<file path="src/rtl/cam_queue_pkg.sv">
// -----------------------------------------------------------------------------
// cam_queue_pkg
// Purpose : Constants and types for the 17-bit camera load queue. The camera
//           writer and the frame buffer controller both use these, so the
//           entry format is defined once.
// Contents: QUEUE_W          queue entry width
//           CMD_BIT          entry bit that marks a command word
//           CMD_FRAME_START  start-of-frame command word
//           cam_wr_state_t   camera writer FSM states
//           pixel_entry()    builds a pixel entry from hi/lo bytes
// -----------------------------------------------------------------------------
package cam_queue_pkg;

  localparam int QUEUE_W = 17;
  localparam int CMD_BIT = 16;
  localparam logic [QUEUE_W-1:0] CMD_FRAME_START = 17'h10000;

  typedef enum logic [1:0] {
    IDLE    = 2'd0,
    WAIT_VS = 2'd1,
    CAPTURE = 2'd2,
    DROP    = 2'd3
  } cam_wr_state_t;

  // Pixel entries have the command flag clear and carry RGB565 as {hi, lo}.
  function automatic logic [QUEUE_W-1:0] pixel_entry(input logic [7:0] hi,
                                                     input logic [7:0] lo);
    logic [QUEUE_W-1:0] e;
    e = '0;
    e[CMD_BIT-1:0] = {hi, lo};
    return e;
  endfunction

endpackage

</file>
<file path="src/rtl/cam_byte_packer.sv">
// -----------------------------------------------------------------------------
// cam_byte_packer
// Purpose : Pairs consecutive camera bytes into 16-bit RGB565 pixels.
//           The first byte of a pair is held in hi_q. pixel_valid_o pulses
//           combinationally on the edge that presents the second byte.
// Ports   : clk           in   pixel clock
//           rst_n         in   asynchronous active-low reset
//           clear_i       in   drop any half pixel and restart at phase 0
//           byte_valid_i  in   byte_i is a captured byte this cycle
//           byte_i        in   camera byte
//           pixel_valid_o out  a full pixel is available on pixel_o
//           pixel_o       out  {hi_byte, lo_byte}
// -----------------------------------------------------------------------------
module cam_byte_packer (
  input  logic        clk,
  input  logic        rst_n,
  input  logic        clear_i,
  input  logic        byte_valid_i,
  input  logic [7:0]  byte_i,
  output logic        pixel_valid_o,
  output logic [15:0] pixel_o
);

  logic       phase_q;
  logic [7:0] hi_q;

  always_ff @(posedge clk or negedge rst_n) begin
    if (!rst_n) begin
      phase_q <= 1'b0;
      hi_q    <= 8'h00;
    end else if (clear_i) begin
      phase_q <= 1'b0;
    end else if (byte_valid_i) begin
      phase_q <= ~phase_q;
      if (!phase_q) hi_q <= byte_i;
    end
  end

  assign pixel_valid_o = byte_valid_i & phase_q & ~clear_i;
  assign pixel_o       = {hi_q, byte_i};

endmodule

</file>
<file path="src/rtl/cam_queue_writer.sv">
// -----------------------------------------------------------------------------
// cam_queue_writer
// Purpose : Camera-side producer for the camera load queue. Samples the
//           OV7670 parallel bus, writes a start-of-frame marker on each vsync
//           fall, then writes one {1'b0, hi, lo} entry per RGB565 pixel.
// Ports   : clk          in      camera pixel clock
//           rst_n        in      asynchronous active-low reset
//           enable       in      capture enable
//           cam_vsync    in      vsync, high = blanking/sync
//           cam_href     in      line valid, one byte per clk while high
//           cam_data     in  8   camera byte
//           queue_full   in      FIFO full flag
//           queue_data   out 17  FIFO write data, bit 16 = command flag
//           queue_wr_en  out     FIFO write strobe
//           frame_count  out 16  start markers written (wraps)
//           overflow     out     sticky: entry dropped because queue_full
//           line_error   out     sticky: line byte count != 2*FRAME_WIDTH
// -----------------------------------------------------------------------------
module cam_queue_writer
  import cam_queue_pkg::*;
#(
  parameter int FRAME_WIDTH  = 640,
  parameter int FRAME_HEIGHT = 480
) (
  input  logic               clk,
  input  logic               rst_n,
  input  logic               enable,
  input  logic               cam_vsync,
  input  logic               cam_href,
  input  logic [7:0]         cam_data,
  input  logic               queue_full,
  output logic [QUEUE_W-1:0] queue_data,
  output logic               queue_wr_en,
  output logic [15:0]        frame_count,
  output logic               overflow,
  output logic               line_error
);

  localparam logic [10:0] LINE_BYTES = 11'(2 * FRAME_WIDTH);
  localparam logic [9:0]  MAX_LINES  = 10'(FRAME_HEIGHT);

  cam_wr_state_t      state_q;
  logic               vsync_q;
  logic               href_q;
  logic [10:0]        byte_cnt_q;
  logic [9:0]         line_cnt_q;
  logic [QUEUE_W-1:0] queue_data_q;
  logic               wr_en_q;
  logic [15:0]        frame_count_q;
  logic               overflow_q;
  logic               line_error_q;

  logic        vsync_fall;
  logic        href_fall;
  logic        line_active;
  logic        capturing;
  logic        byte_valid;
  logic        packer_clear;
  logic        pixel_valid;
  logic [15:0] pixel;

  assign vsync_fall  = vsync_q & ~cam_vsync;
  assign href_fall   = href_q & ~cam_href;
  // Lines past FRAME_HEIGHT are ignored entirely: no pixels, no length check.
  assign line_active = (line_cnt_q < MAX_LINES);
  // Bytes are only taken in CAPTURE while enabled and outside vsync; any other
  // condition (including the vsync that ends the frame) drops a half pixel.
  assign capturing    = (state_q == CAPTURE) & enable & ~cam_vsync;
  assign byte_valid   = capturing & cam_href & line_active;
  assign packer_clear = ~capturing | href_fall;

  cam_byte_packer u_packer (
    .clk          (clk),
    .rst_n        (rst_n),
    .clear_i      (packer_clear),
    .byte_valid_i (byte_valid),
    .byte_i       (cam_data),
    .pixel_valid_o(pixel_valid),
    .pixel_o      (pixel)
  );

  always_ff @(posedge clk or negedge rst_n) begin
    if (!rst_n) begin
      state_q       <= IDLE;
      vsync_q       <= 1'b0;
      href_q        <= 1'b0;
      byte_cnt_q    <= '0;
      line_cnt_q    <= '0;
      queue_data_q  <= '0;
      wr_en_q       <= 1'b0;
      frame_count_q <= '0;
      overflow_q    <= 1'b0;
      line_error_q  <= 1'b0;
    end else begin
      vsync_q <= cam_vsync;
      href_q  <= cam_href;
      wr_en_q <= 1'b0;

      if (!enable) begin
        state_q <= IDLE;
      end else begin
        case (state_q)
          IDLE: state_q <= WAIT_VS;

          WAIT_VS: begin
            if (vsync_fall) begin
              if (!queue_full) begin
                queue_data_q  <= CMD_FRAME_START;
                wr_en_q       <= 1'b1;
                frame_count_q <= frame_count_q + 16'd1;
                byte_cnt_q    <= '0;
                line_cnt_q    <= '0;
                state_q       <= CAPTURE;
              end else begin
                overflow_q <= 1'b1;
                state_q    <= DROP;
              end
            end
          end

          CAPTURE: begin
            if (cam_vsync) begin
              state_q <= WAIT_VS;
            end else begin
              if (byte_valid && byte_cnt_q != '1) byte_cnt_q <= byte_cnt_q + 11'd1;
              if (href_fall) begin
                if (line_active && byte_cnt_q != LINE_BYTES) line_error_q <= 1'b1;
                byte_cnt_q <= '0;
                if (line_cnt_q != '1) line_cnt_q <= line_cnt_q + 10'd1;
              end
              if (pixel_valid) begin
                if (queue_full) begin
                  // Once a pixel is lost the rest of the frame is useless;
                  // the consumer resyncs on the next start marker.
                  overflow_q <= 1'b1;
                  state_q    <= DROP;
                end else begin
                  queue_data_q <= pixel_entry(pixel[15:8], pixel[7:0]);
                  wr_en_q      <= 1'b1;
                end
              end
            end
          end

          DROP: if (cam_vsync) state_q <= WAIT_VS;

          default: state_q <= IDLE;
        endcase
      end
    end
  end

  assign queue_data  = queue_data_q;
  assign queue_wr_en = wr_en_q;
  assign frame_count = frame_count_q;
  assign overflow    = overflow_q;
  assign line_error  = line_error_q;

endmodule
</file>
<file path="config.mk">
export PLATFORM = sky130hd
export DESIGN_NAME = cam_queue_writer
export DESIGN_NICKNAME = d
export VERILOG_FILES = /design/src/rtl/cam_queue_pkg.sv /design/src/rtl/cam_byte_packer.sv /design/src/rtl/cam_queue_writer.sv
export SDC_FILE = /design/constraint.sdc
export NUM_CORES = 1
export LEC_CHECK = 0
export CORE_MARGIN = 3
export CORE_UTILIZATION = 35
export DETAILED_ROUTE_END_ITERATION = 10
export GPL_ROUTABILITY_DRIVEN = 0
export PLACE_DENSITY_LB_ADDON = 0.12
export SYNTH_ARGS = -nofsm -noshare
export SYNTH_HDL_FRONTEND = slang
export SYNTH_HIERARCHICAL = 1
export SYNTH_SLANG_ARGS = --single-unit
</file>
<file path="constraint.sdc">
create_clock -name clk -period 6.8 [get_ports clk]
set_input_delay 1.36 -clock clk [delete_from_list [all_inputs] [get_ports clk]]
set_output_delay 1.36 -clock clk [all_outputs]
set_load 0.01 [all_outputs]
</file>
* Word level (Yosys, flattened, before mapping) *
Index checks and enable logic that the tools add are counted.

storage, ports and cells
  logic and storage cells = 101
  flip-flop bits (word level) = 70
  output and inout bits = 36
  bits of input ports = 14

cells by class
  reduce and logical (&&, ||, !) cells = 13
  $lt $le $gt $ge = 1
  bitwise operators = 15
  multiplexer cells = 39
  equality and inequality tests = 18
  $add $sub $neg = 3

operator list
  operator                                                                number
  17-bit 2-to-1 mux                                                       5
  11-bit 2-to-1 mux                                                       5
  10-bit 2-to-1 mux                                                       5
  17-bit one-hot mux with 2 select lines                                  1
  11-bit inequality test (second input constant)                          2
  11-bit one-hot mux with 2 select lines                                  1
  10-bit one-hot mux with 2 select lines                                  1
  16-bit by 1-bit adder with 16-bit output (second input constant)        1
  7-bit AND reduction                                                     2
  1-bit 2-to-1 mux                                                        12
  2-bit 2-to-1 mux                                                        6
  2-bit inequality test (second input constant)                           6
  11-bit by 1-bit adder with 11-bit output (second input constant)        1
  10-bit by 1-bit adder with 10-bit output (second input constant)        1
  10-bit by 9-bit < comparator with 1-bit output (second input constant)  1
  10-bit inequality test (second input constant)                          1
  5-bit AND reduction                                                     2
  1-bit bitwise AND                                                       8
  4-bit inequality test (second input constant)                           2
  2-bit one-hot mux with 4 select lines                                   1
  4-bit AND reduction                                                     2
  3-bit inequality test (second input constant)                           2
  1-bit NOT                                                               6
  6-bit AND reduction                                                     1
  10 further kinds                                                        14

* Depth between registers and ports, before layout *
  depth after elaboration = 11
  depth in mapped cells = 13
  gate-level depth less buffers = 11

* By module *
The synthesis kept the hierarchy.

modules (own cells, without submodules)
  module            times used  cells each  sequential area each (um2)  area an instance (um2)
  cam_queue_writer  1           311         1526.5                      3015.4
  cam_byte_packer   1           29          225.2                       416.6

* Worst setup path before layout *
No wires, ideal clock.

  path type = input-to-reg
  start point = in enable
  end point = reg queue_data_q[12], in the netlist queue_data[12]
  slack = 3667 ps
  cell stages on the path = 9
  required time = 6665 ps
  arrival time = 2998 ps
  path through = and4bb_1 nand3_1 buf_2 inv_1 and3b_2 nor2b_1 o221ai_1 clkbuf_1 o21ai_0

on the way
  cells in the longest elaborated chain, start to end = 8
  elaborated cells on any way between the ends = 11

ends and longest elaborated chain
  item                                    line                     text
  start, declared                         cam_queue_writer.sv:27   input logic enable,
  1-bit bitwise AND (2 in series)         cam_queue_writer.sv:68   assign capturing = (state_q == CAPTURE) & enable & ~cam_vsync;
  1-bit bitwise AND (2 in series)         cam_queue_writer.sv:69   assign byte_valid = capturing & cam_href & line_active;
  net byte_valid                          cam_queue_writer.sv:57   logic byte_valid;
  1-bit bitwise AND (2 in series)         cam_byte_packer.sv:39    assign pixel_valid_o = byte_valid_i & phase_q & ~clear_i;
  net pixel_valid                         cam_queue_writer.sv:59   logic pixel_valid;
  2-bit inequality test (no source line)  n/a
  7-bit AND reduction (no source line)    n/a
  end signal, assigned                    cam_queue_writer.sv:138  queue_data_q <= pixel_entry(pixel[15:8], pixel[7:0]);
  end, declared                           cam_queue_writer.sv:47   logic [QUEUE_W-1:0] queue_data_q;

The timed path passes the listed nets, and every way through them passes these cells.
A chain may end at the register's enable or synchronous reset.

* Worst setup path after layout *
  start point = in cam_vsync
  end point = reg queue_data_q[16], in the netlist queue_data[16]

on the way
  cells in the longest elaborated chain, start to end = 8
  elaborated cells on any way between the ends = 14

ends and longest elaborated chain
  item                                    line                    text
  start, declared                         cam_queue_writer.sv:28  input logic cam_vsync,
  1-bit NOT (no source line)              n/a
  1-bit bitwise AND                       cam_queue_writer.sv:68
  1-bit bitwise AND (2 in series)         cam_queue_writer.sv:69
  net byte_valid                          cam_queue_writer.sv:57
  1-bit bitwise AND (2 in series)         cam_byte_packer.sv:39
  net pixel_valid                         cam_queue_writer.sv:59
  2-bit inequality test (no source line)  n/a
  7-bit AND reduction (no source line)    n/a

The timed path passes the listed nets, and every way through them passes these cells.

==> reports/qor.txt <==
======================================================================================================
Post-detailed-placement half-perimeter wirelength                                              5.01 mm
Count of cell types in the netlist                                                                  53
Final hold violation count                                                                           0
Number of flops mapped to enable cells by yosys                                                      0
Critical path arrival                                                                          3790 ps
Total detailed-routing wirelength                                                              7.06 mm
Warnings, synthesis                                                                                  6
Layout Area Growth over Synthesis                                                                23.2%
Clock transition at the register clock pins on the worst setup and hold paths after CTS          80 ps
Port Buf Inserts                                                                                    49
Number of design-rule violations left by the first detailed-router iteration                        82
Startpoint Class                                                                             input pin
Bufs on Longest Clock Path                                                                           2
Number of primary I/O pins                                                                          50
Fin area                                                                                    4230 sq um
Root Buffer                                                                                   clkbuf_8
Peak per-stage delay on the critical path                                                       530 ps
Overall die area                                                                           11000 sq um
Max IR drop VDD                                                                                 158 uV
Number of clock buffers inserted by TritonCTS                                                        9
Number of synthesized register bits                                                                 70
Drt wl/cell                                                                                    13.6 um
Minimum clock period after layout                                                              3550 ps
Crit-path max FO                                                                                    33
Register area share after synthesis                                                              51.0%
Cell area after placement                                                                   4000 sq um
Max-slew violation count                                                                             0
H-Tree Level Count                                                                                   3
Synth Instances                                                                                    340
Tcrit/Tclk final                                                                                 52.2%
Clock net sink count                                                                                70
Area of the mapped netlist                                                                  3430 sq um
Startpoint-to-endpoint class of the critical path                                         input pin to register
TritonCTS clock tree                                                                              done
Relative max-transition margin                                                                   37.9%
Required time of the worst setup path                                                          7040 ps
Final Setup Violations                                                                               0
Capturing element type of the critical path                                                   register
Least-Margin Pin Slew                                                                           925 ps
First-pass GRT wire length                                                                     12.1 mm
Initial antenna violation count                                                                      0
Final routed DRC violation total                                                                     0
Die H                                                                                           105 um
Total global routing overflow                                                                        0
Via Count                                                                                         2580
Setup TNS                                                                                         0 ps
Number of cells upsized or downsized after cts                                                       0
Multi-input gate area in the final layout                                                   1550 sq um
Result of the run                                                                         complete, no violations
Remaining antenna violation count                                                                    0
Clk_lat worst skew                                                                              350 ps
Core Footprint                                                                              9370 sq um
Maximum number of pins on one net before global-route repair                                        71
Number of search-and-repair iterations in the first detailed-routing pass                            4
Number of diodes                                                                                     0
Overall track demand over capacity in global routing                                             13.6%
Fraction of registers with async set or reset after synthesis                                     100%
CP max stage cell                                                                         clkdlybuf4s50_1
Top FF cell, synth                                                                             dfrtp_1
Effective utilization at floorplan                                                               36.6%
Leakage power of the design                                                                    1.77 nW
Syn Nets                                                                                           361
Fmax                                                                                         0.282 GHz
Critical Path, Cell by Cell                                                               clkdlybuf4s50_1 -> and4bb_1 -> nand3_1 -> inv_1 -> and3b_2 -> nor2b_1 -> o221ai_2 -> buf_4 -> a21o_1
Vias/cell                                                                                         4.96
Number of buffers inserted by post-CTS setup repair                                                  0
Maximum capacitance violations                                                                       0
Hold buffer count at cts                                                                             0
Vias in the first global route                                                                    2396
Die Width                                                                                       105 um
Power density cells                                                                        245 nW/um^2
Register area                                                                               1750 sq um
Number of fill cells                                                                               926
Post-synthesis area per instance                                                            10.1 sq um
# nets final                                                                                       407
Class of the tightest hold or removal check                                               register to register
Share of cells above drive strength 1                                                            10.5%
Cell Rows                                                                                           35
RSZ-0062 raised after global routing                                                                no
Skew final                                                                                     11.7 ps
======================================================================================================
==> sequential cells by signal, indices dropped and copies added (netlist names) <==
register / cells
overflow: 1
queue_wr_en: 1
href_q: 1
vsync_q: 1
queue_data: 17
line_cnt_q: 10
u_packer/hi_q: 8
line_error: 1
state_q: 2
u_packer/phase_q: 1
byte_cnt_q: 11
frame_count: 16
==> synth_stat cells, types with 4 or more instances <==
| cell | instances | area [sq um] |
|---|---|---|
| nand2_1 | 56 | 210 |
| nand3_1 | 13 | 65.1 |
| buf_4 | 9 | 67.6 |
| inv_1 | 8 | 30.0 |
| nor2_1 | 22 | 82.6 |
| clkbuf_1 | 6 | 22.5 |
| ha_1 | 7 | 87.6 |
| o21ai_0 | 27 | 135 |
| nor4_1 | 4 | 25.0 |
| a21oi_1 | 6 | 30.0 |
| nor3_1 | 12 | 60.1 |
| xor2_1 | 4 | 35.0 |
| nand2b_1 | 4 | 25.0 |
| dfrtp_1 | 70 | 1750 |
| mux2_2 | 10 | 113 |
| nand4_1 | 8 | 50.1 |
| xnor2_1 | 18 | 158 |
| a22o_1 | 7 | 61.3 |
==> final timing paths <==
check                           startpoint              end  slack [ps]  cells past startpoint
max                              cam_vsync   queue_data[16]        3250                      9
min                        frame_count[15]  frame_count[15]         480                      1
max reg2reg                     state_q[0]   queue_data[16]        3940                     11
min reg2reg                frame_count[15]  frame_count[15]         480                      1
max in group asynchronous            rst_n          vsync_q        5000                      2
min in group asynchronous            rst_n  frame_count[10]        1220                      2
==> stage by stage <==
stage / instances / total power, mW / hold slack (ps) / utilization, % / setup WS [ps]
after global routing: 520 / 1.10 / 510 / 45.1 / 2970
after detailed placement: 504 / 0.668 / 467 / 42.7 / 2890
after CTS: 520 / 1.05 / 485 / 45.1 / 3270
after global placement: 504 / 0.666 / 462 / 42.7 / 2970
final: 520 / 1.04 / 476 / 45.1 / 3250
after floorplan: 340 / 0.587 / 481 / - / 3670
==> per-layer routing <==
| layer | part of all wire (%) | global-route usage (%) | wire [um] |
|---|---|---|---|
| met3 | 4.5 | 4.69 | 316 |
| met1 | 51 | 19.3 | 3630 |
| met5 | 0 | 0 | 0 |
| met4 | 1.0 | 3.37 | 72 |
| met2 | 43 | 19.8 | 3040 |
==> where the power goes <==
| group | internal (mW) | leakage [nW] | switching, mW |
|---|---|---|---|
| Combinational | 0.0839 | 0.697 | 0.105 |
| Clock | 0.211 | 0.111 | 0.169 |
| Sequential | 0.443 | 0.959 | 0.0240 |
| Total | 0.738 | 1.77 | 0.299 |
==> worst max-delay path: cells and delay by family <==
| kind | cells | cell delay, ps |
|---|---|---|
| AND/OR/NAND/NOR | 4 | 1130 |
| AO/OA/AOI/OAI | 2 | 310 |
| buffers and inverters | 3 | 990 |
==> logic make-up (layout without fill, tap and decap cells) <==
family / Yosys count / count (layout) / synth area share [%]
xor+xnor: 22 / 22 / 5.61
compound gates: 54 / 54 / 10.1
fa+ha+maj: 7 / 7 / 2.55
mux: 11 / 11 / 3.57
buf+inv: 26 / 77 / 4.08
flops: 70 / 70 / 51.0
simple gates: 150 / 150 / 23.0
==> cells in the final DEF, fill, tap and decap left out, types with 4 or more instances in the layout <==
cell type,instances
nor4_1,4
xnor2_1,18
inv_1,8
clkbuf_8,9
nand2b_1,4
xor2_1,4
clkdlybuf4s50_1,48
mux2_2,10
o21ai_0,27
a21oi_1,6
nand3_1,13
ha_1,7
nor2_1,22
nand4_1,8
a22o_1,7
nand2_1,56
dfrtp_1,70
nor3_1,12
==> final cells by class <==
type	count	area share (%)
Tap cell	129	3.82
Inverter	9	0.799
Multi-Input combinational cell	244	36.6
Clock buffer	9	2.93
Timing Repair Buffer	52	12.0
Sequential cell	70	41.4
Clock inverter	7	2.43
Note: power is estimated with default switching activity, not from simulation.
